[src/rtl/y86_pkg.sv]
// Shared Y86-64 encodings for the decode/write-back slice: instruction codes,
// status codes, special register IDs and the E-register bubble value.
package y86_pkg;

    typedef enum logic [3:0] {
        HALT   = 4'h0,
        NOP    = 4'h1,
        CMOVXX = 4'h2,
        IRMOVQ = 4'h3,
        RMMOVQ = 4'h4,
        MRMOVQ = 4'h5,
        OPQ    = 4'h6,
        JXX    = 4'h7,
        CALL   = 4'h8,
        RET    = 4'h9,
        PUSHQ  = 4'hA,
        POPQ   = 4'hB
    } icode_e;

    typedef enum logic [3:0] {
        AOK = 4'h1,
        INS = 4'h2,
        ADR = 4'h3,
        HLT = 4'h4
    } stat_e;

    localparam logic [3:0] RNONE = 4'hF;
    localparam logic [3:0] RSP   = 4'h4;

    typedef struct packed {
        logic [3:0]  stat;
        logic [3:0]  icode;
        logic [3:0]  ifun;
        logic [63:0] valC;
        logic [63:0] valA;
        logic [63:0] valB;
        logic [3:0]  dstE;
        logic [3:0]  dstM;
        logic [3:0]  srcA;
        logic [3:0]  srcB;
    } e_reg_t;

    localparam e_reg_t E_BUBBLE = '{
        stat:  AOK,
        icode: NOP,
        ifun:  4'h0,
        valC:  64'h0,
        valA:  64'h0,
        valB:  64'h0,
        dstE:  RNONE,
        dstM:  RNONE,
        srcA:  RNONE,
        srcB:  RNONE
    };

    function automatic logic is_none(input logic [3:0] id);
        return id == RNONE;
    endfunction

endpackage

[src/rtl/decode_stage_reg_file.sv]
// 15 x 64-bit Y86-64 register file: two combinational read ports (ID F reads 0)
// and two write ports where the M port overrides the E port on a shared target.
module reg_file
    import y86_pkg::*;
#(
    parameter int NREG = 15
) (
    input  logic        clk,
    input  logic        rst_n,
    input  logic [3:0]  rd_a_id_i,
    output logic [63:0] rd_a_data_o,
    input  logic [3:0]  rd_b_id_i,
    output logic [63:0] rd_b_data_o,
    input  logic [3:0]  wr_e_id_i,
    input  logic [63:0] wr_e_data_i,
    input  logic [3:0]  wr_m_id_i,
    input  logic [63:0] wr_m_data_i
);

    logic [63:0] mem_q [NREG];

    // The M write is issued last so it lands when both ports name one register.
    always_ff @(posedge clk or negedge rst_n) begin
        if (!rst_n) begin
            for (int i = 0; i < NREG; i++) begin
                mem_q[i] <= 64'h0;
            end
        end else begin
            if (!is_none(wr_e_id_i)) begin
                mem_q[wr_e_id_i] <= wr_e_data_i;
            end
            if (!is_none(wr_m_id_i)) begin
                mem_q[wr_m_id_i] <= wr_m_data_i;
            end
        end
    end

    assign rd_a_data_o = is_none(rd_a_id_i) ? 64'h0 : mem_q[rd_a_id_i];
    assign rd_b_data_o = is_none(rd_b_id_i) ? 64'h0 : mem_q[rd_b_id_i];

endmodule

[src/rtl/decode_stage.sv]
// Y86-64 decode/write-back stage: register IDs, operand forwarding, E register.
// Define DECODE_FWD_EN for e/M forwarding; otherwise only W and the file feed operands.
module decode_stage
    import y86_pkg::*;
#(
    parameter int NREG   = 15,
    parameter int RSP_ID = 4
) (
    input  logic        clk,
    input  logic        rst_n,
    input  logic [3:0]  D_stat,
    input  logic [3:0]  D_icode,
    input  logic [3:0]  D_ifun,
    input  logic [3:0]  D_rA,
    input  logic [3:0]  D_rB,
    input  logic [63:0] D_valC,
    input  logic [63:0] D_valP,
    input  logic        E_bubble,
    input  logic [3:0]  e_dstE,
    input  logic [63:0] e_valE,
    input  logic [3:0]  M_dstE,
    input  logic [63:0] M_valE,
    input  logic [3:0]  M_dstM,
    input  logic [63:0] m_valM,
    input  logic [3:0]  W_dstE,
    input  logic [63:0] W_valE,
    input  logic [3:0]  W_dstM,
    input  logic [63:0] W_valM,
    output logic [3:0]  d_srcA,
    output logic [3:0]  d_srcB,
    output logic [3:0]  E_stat,
    output logic [3:0]  E_icode,
    output logic [3:0]  E_ifun,
    output logic [63:0] E_valC,
    output logic [63:0] E_valA,
    output logic [63:0] E_valB,
    output logic [3:0]  E_dstE,
    output logic [3:0]  E_dstM,
    output logic [3:0]  E_srcA,
    output logic [3:0]  E_srcB
);

    localparam logic [3:0] SP = 4'(RSP_ID);

    logic [3:0]  src_a, src_b, dst_e, dst_m;
    logic [63:0] rf_a, rf_b;
    logic [63:0] val_a, val_b;
    e_reg_t      e_d, e_q;

    reg_file #(.NREG(NREG)) u_rf (
        .clk         (clk),
        .rst_n       (rst_n),
        .rd_a_id_i   (src_a),
        .rd_a_data_o (rf_a),
        .rd_b_id_i   (src_b),
        .rd_b_data_o (rf_b),
        .wr_e_id_i   (W_dstE),
        .wr_e_data_i (W_valE),
        .wr_m_id_i   (W_dstM),
        .wr_m_data_i (W_valM)
    );

    always_comb begin
        src_a = RNONE;
        src_b = RNONE;
        dst_e = RNONE;
        dst_m = RNONE;
        case (D_icode)
            CMOVXX, RMMOVQ, OPQ, PUSHQ: src_a = D_rA;
            POPQ, RET:                  src_a = SP;
            default:                    src_a = RNONE;
        endcase
        case (D_icode)
            OPQ, RMMOVQ, MRMOVQ:        src_b = D_rB;
            PUSHQ, POPQ, CALL, RET:     src_b = SP;
            default:                    src_b = RNONE;
        endcase
        // cmov writes D_rB unconditionally here; execute cancels it on a false condition.
        case (D_icode)
            CMOVXX, IRMOVQ, OPQ:        dst_e = D_rB;
            PUSHQ, POPQ, CALL, RET:     dst_e = SP;
            default:                    dst_e = RNONE;
        endcase
        case (D_icode)
            MRMOVQ, POPQ:               dst_m = D_rA;
            default:                    dst_m = RNONE;
        endcase
    end

    assign d_srcA = src_a;
    assign d_srcB = src_b;

    // Youngest producer wins; W terms also cover a file write landing this same edge.
    always_comb begin
        val_a = rf_a;
        val_b = rf_b;
        if (!is_none(src_a)) begin
`ifdef DECODE_FWD_EN
            if (src_a == e_dstE)      val_a = e_valE;
            else if (src_a == M_dstM) val_a = m_valM;
            else if (src_a == M_dstE) val_a = M_valE;
            else
`endif
            if (src_a == W_dstM)      val_a = W_valM;
            else if (src_a == W_dstE) val_a = W_valE;
        end
        if (!is_none(src_b)) begin
`ifdef DECODE_FWD_EN
            if (src_b == e_dstE)      val_b = e_valE;
            else if (src_b == M_dstM) val_b = m_valM;
            else if (src_b == M_dstE) val_b = M_valE;
            else
`endif
            if (src_b == W_dstM)      val_b = W_valM;
            else if (src_b == W_dstE) val_b = W_valE;
        end
        if (D_icode == CALL || D_icode == JXX) begin
            val_a = D_valP;
        end
    end

`ifndef DECODE_FWD_EN
    logic unused_fwd;
    assign unused_fwd = ^{e_dstE, e_valE, M_dstE, M_valE, M_dstM, m_valM};
`endif

    always_comb begin
        e_d       = E_BUBBLE;
        e_d.stat  = D_stat;
        e_d.icode = D_icode;
        e_d.ifun  = D_ifun;
        e_d.valC  = D_valC;
        e_d.valA  = val_a;
        e_d.valB  = val_b;
        e_d.dstE  = dst_e;
        e_d.dstM  = dst_m;
        e_d.srcA  = src_a;
        e_d.srcB  = src_b;
    end

    always_ff @(posedge clk or negedge rst_n) begin
        if (!rst_n) begin
            e_q <= E_BUBBLE;
        end else if (E_bubble) begin
            e_q <= E_BUBBLE;
        end else begin
            e_q <= e_d;
        end
    end

    assign E_stat  = e_q.stat;
    assign E_icode = e_q.icode;
    assign E_ifun  = e_q.ifun;
    assign E_valC  = e_q.valC;
    assign E_valA  = e_q.valA;
    assign E_valB  = e_q.valB;
    assign E_dstE  = e_q.dstE;
    assign E_dstM  = e_q.dstM;
    assign E_srcA  = e_q.srcA;
    assign E_srcB  = e_q.srcB;

endmodule

[config.mk]
export PLATFORM = sky130hd
export DESIGN_NAME = decode_stage
export DESIGN_NICKNAME = d
export VERILOG_FILES = /design/src/rtl/y86_pkg.sv /design/src/rtl/decode_stage_reg_file.sv /design/src/rtl/decode_stage.sv
export SDC_FILE = /design/constraint.sdc
export NUM_CORES = 2
export LEC_CHECK = 0
export ABC_AREA = 1
export CAP_MARGIN = 20
export CORE_MARGIN = 8
export CORE_UTILIZATION = 30
export DETAILED_ROUTE_END_ITERATION = 8
export PLACE_DENSITY = 0.57
export REMOVE_ABC_BUFFERS = 1
export SYNTH_ARGS = -nofsm -noshare
export SYNTH_HDL_FRONTEND = slang
export SYNTH_SLANG_ARGS = --single-unit
export TNS_END_PERCENT = 5
[constraint.sdc]
create_clock -name clk -period 5.3 [get_ports clk]
set_clock_uncertainty 0.05 [all_clocks]
set_input_delay 1.325 -clock clk [delete_from_list [all_inputs] [get_ports clk]]
set_output_delay 1.325 -clock clk [all_outputs]
set_load 0.1 [all_outputs]
==> reports/summary.txt <==
======================================================================================
Outcome                                                                   finished, final reports clean
F_max                                                                          211 MHz
Nature of the critical path startpoint                                      input port
Count of nets left with antenna violations after detail routing                      0
Die width                                                                       512 um
Storage cell area                                                         29,600 sq um
Total vias in the final route                                                   81,500
Post-synthesis register bit count                                                1,180
Post-Syn Instances                                                              10,900
Min Tclk post-route                                                            4.73 ns
WL per Instance                                                                27.4 um
Origin of the worst setup path                                              D_icode[3]
Number of sinks handled by clock tree synthesis                                  1,180
Cell-by-cell trace of the critical path                                   clkdlybuf4s50_1 -> inv_2 -> nand2_2 -> nand2_2 -> nand3_1 -> nand2_8 -> inv_8 -> buf_12
Number of distinct standard cells referenced by the synthesized netlist             32
Share of final-layout standard cells stronger than drive strength 1              5.47%
Most used cell, CP                                                        sky130_fd_sc_hd__nand2_2
Primary flip-flop cell chosen by synthesis mapping                        sky130_fd_sc_hd__dfrtp_1
Root Buffer                                                               sky130_fd_sc_hd__clkbuf_16
Number of CTS-inserted buffers                                                     151
Top cell family by delay on the critical path                             buffers and inverters
Post-synthesis average cell area                                            6.79 sq um
Final period util                                                                89.3%
Total die area                                                            262,000 sq um
Dominant cell by count in the synthesized netlist                         sky130_fd_sc_hd__nand2_1
Effective utilization at floorplan                                               30.1%
Number of flops mapped to enable cells by yosys                                      0
Slowest cell delay on critical path                                            0.61 ns
Largest fanout on the critical path                                                 34
Type of destination of the critical path                                  primary output
Latest clock arrival within the worst-skew pair                                0.84 ns
Peak ir drop on the vdd network                                                 311 uV
GRT Residual Overflow                                                                0
Pwr/cell area                                                              365 nW/um^2
Sequential fraction of the synthesis area                                        40.1%
Multi-input logic area                                                    36,500 sq um
Row count                                                                          182
Area Overhead vs Synth                                                           18.8%
Core Area                                                                 245,000 sq um
# fillers                                                                       26,100
First-iteration detailed-routing DRC count                                      12,200
Register clock-pin slew on the reported worst setup and hold paths             0.06 ns
Via count of the first global-routing pass                                      76,000
Leakage power total                                                            39.4 nW
Critical path class                                                       input port to primary output
Final Wtd Congestion                                                             0.860
Startpoint of the worst register-to-register path                         u_rf.mem_q[135]
DRC violation count after routing                                                    0
Data arrival time of the critical path                                         3.36 ns
Yosys synthesis warning count                                                        0
Maximum number of buffers from clock root to sink                                    3
Cell area after synthesis                                                 73,700 sq um
Number of slew-limit violations in the final report                                  0
Final net count                                                                 11,200
TritonCTS clock tree                                                               yes
Y dimension of the die                                                          512 um
Vias per inst                                                                     5.80
Count of maximum capacitance violations                                              0
Top cell types by occurrence after synthesis                              sky130_fd_sc_hd__nand2_1 (2,269), sky130_fd_sc_hd__o21ai_0 (1,861), sky130_fd_sc_hd__nand3_1 (1,370), sky130_fd_sc_hd__dfrtp_1 (1,162), sky130_fd_sc_hd__inv_1 (995)
Antenna violations before repair                                                    42
Most area-hungry cell type in the Yosys netlist                           sky130_fd_sc_hd__dfrtp_1
Slew at the pin closest to its max-slew limit                                  1.25 ns
I/O pin total                                                                      719
Hold/Removal Path Class                                                   input port to async pin
Number of levels in the clock H-tree                                                 4
Required time at the endpoint of the critical path                             3.92 ns
Total Routing Usage GR                                                           28.0%
Routed WL                                                                   386,000 um
Async set or reset register ratio after synthesis                                 100%
Number of optimization iterations in the first detailed-route pass                   7
Placed cell area                                                          82,400 sq um
Input/output buffers                                                               514
Dominant cells by area after synthesis                                    sky130_fd_sc_hd__dfrtp_1 (39%), sky130_fd_sc_hd__o21ai_0 (13%), sky130_fd_sc_hd__nand2_1 (12%), sky130_fd_sc_hd__nand3_1 (9.3%), sky130_fd_sc_hd__inv_1 (5.1%)
Crit path buffers/inverters                                                          4
Final cell area excluding filler cells                                    87,500 sq um
Hold buffer count at cts                                                             0
Critical-path top delay cell                                              sky130_fd_sc_hd__clkdlybuf4s50_1
Final hold vios                                                                      0
Hold WS                                                                       0.403 ns
Gates resized, CTS repair                                                            0
Number of buffers inserted by post-CTS setup repair                                  0
Largest net degree at the start of global routing                                  127
Global-route wire length before repair                                      550,000 um
Relative max-transition margin                                                   17.0%
Setup violations, final                                                              0
Area share of the largest cell type after synthesis                              39.5%
Hpwl dp                                                                     218,000 um
Setup repair after global routing missed its margin                              false
======================================================================================
-- metrics by stage --
| step | setup slack (ns) | utilization, % | cells | setup TNS, ns | total power, W |
|---|---|---|---|---|---|
| floorplan | -9.99 | - | 9772 | -1313.67 | 0.0179 |
| global placement | 0.400 | 33.6 | 13800 | 0 | 0.0210 |
| detailed placement | 0.369 | 33.6 | 13800 | 0 | 0.0211 |
| CTS | 0.586 | 35.7 | 14000 | 0 | 0.0319 |
| global route | 0.510 | 35.7 | 14000 | 0 | 0.0336 |
| finish | 0.567 | 35.7 | 14000 | 0 | 0.0320 |
-- per-layer routing --
metal,up-vias,GRT usage (%),wire length [um]
met5,-,0,122
met4,18,14.5,22500
met3,1217,8.17,50100
met2,5815,41.8,163000
met1,38400,36.8,150000
li1,36100,-,-
-- cells by family after synthesis --
family | synth area share (%)
xor+xnor | 0.107
compound gates | 24.8
flops | 40.1
simple gates | 24.0
buf+inv | 11.0
-- where the power goes --
group,switching (W),internal (W)
sequential,0.00108,0.0107
combinational,0.00631,0.00306
clock,0.00454,0.00623
total,0.0119,0.0200
-- sequential cells by signal (all words and copies together) (netlist names) --
signal	cells
E_dstE	4
E_dstM	4
E_icode	4
E_ifun	4
E_srcA	4
E_srcB	4
E_stat	4
E_valA	64
E_valB	64
E_valC	64
u_rf.mem_q	960
-- cells in the final DEF (no fill, tap or decap), types with 17 or more instances in the layout --
cell and instances:
sky130_fd_sc_hd__dfstp_2 18, sky130_fd_sc_hd__nor2_1 555, sky130_fd_sc_hd__clkbuf_8 36, sky130_fd_sc_hd__nor2_4 18, sky130_fd_sc_hd__inv_4 20, sky130_fd_sc_hd__dfrtp_1 1162, sky130_fd_sc_hd__clkbuf_16 153, sky130_fd_sc_hd__a31oi_1 17
sky130_fd_sc_hd__o22ai_1 256, sky130_fd_sc_hd__o21ai_0 1860, sky130_fd_sc_hd__clkbuf_1 46, sky130_fd_sc_hd__nand2_1 2254, sky130_fd_sc_hd__nand3_1 1365, sky130_fd_sc_hd__o211ai_1 496, sky130_fd_sc_hd__a21oi_1 671, sky130_fd_sc_hd__diode_2 22
sky130_fd_sc_hd__o21ai_1 28, sky130_fd_sc_hd__inv_1 983, sky130_fd_sc_hd__buf_12 117, sky130_fd_sc_hd__buf_4 145, sky130_fd_sc_hd__clkdlybuf4s50_1 502
-- area by class of cell --
class / instances / share of cell area, %
well taps: 3220 / 4.60
inverters: 1016 / 4.47
clock buffers: 235 / 5.14
multi-input cells: 7576 / 41.7
clock inverters: 32 / 0.598
flip-flops and latches: 1180 / 33.8
repair buffers: 766 / 9.70
diodes: 22 / 0.0629
-- path summary, 6_finish.rpt --
check	to	slack (ns)	cells after the start
min in group clk	u_rf.mem_q[584]	0.52	2
hold / removal	u_rf.mem_q[330]	0.40	1
max in group asynchronous	E_valA[25]	3.50	2
hold reg to reg	u_rf.mem_q[584]	0.52	2
setup / recovery	d_srcA[1]	0.57	8
setup reg to reg	E_valA[7]	3.60	8
No activity file was read; power rests on OpenSTA's default activity.
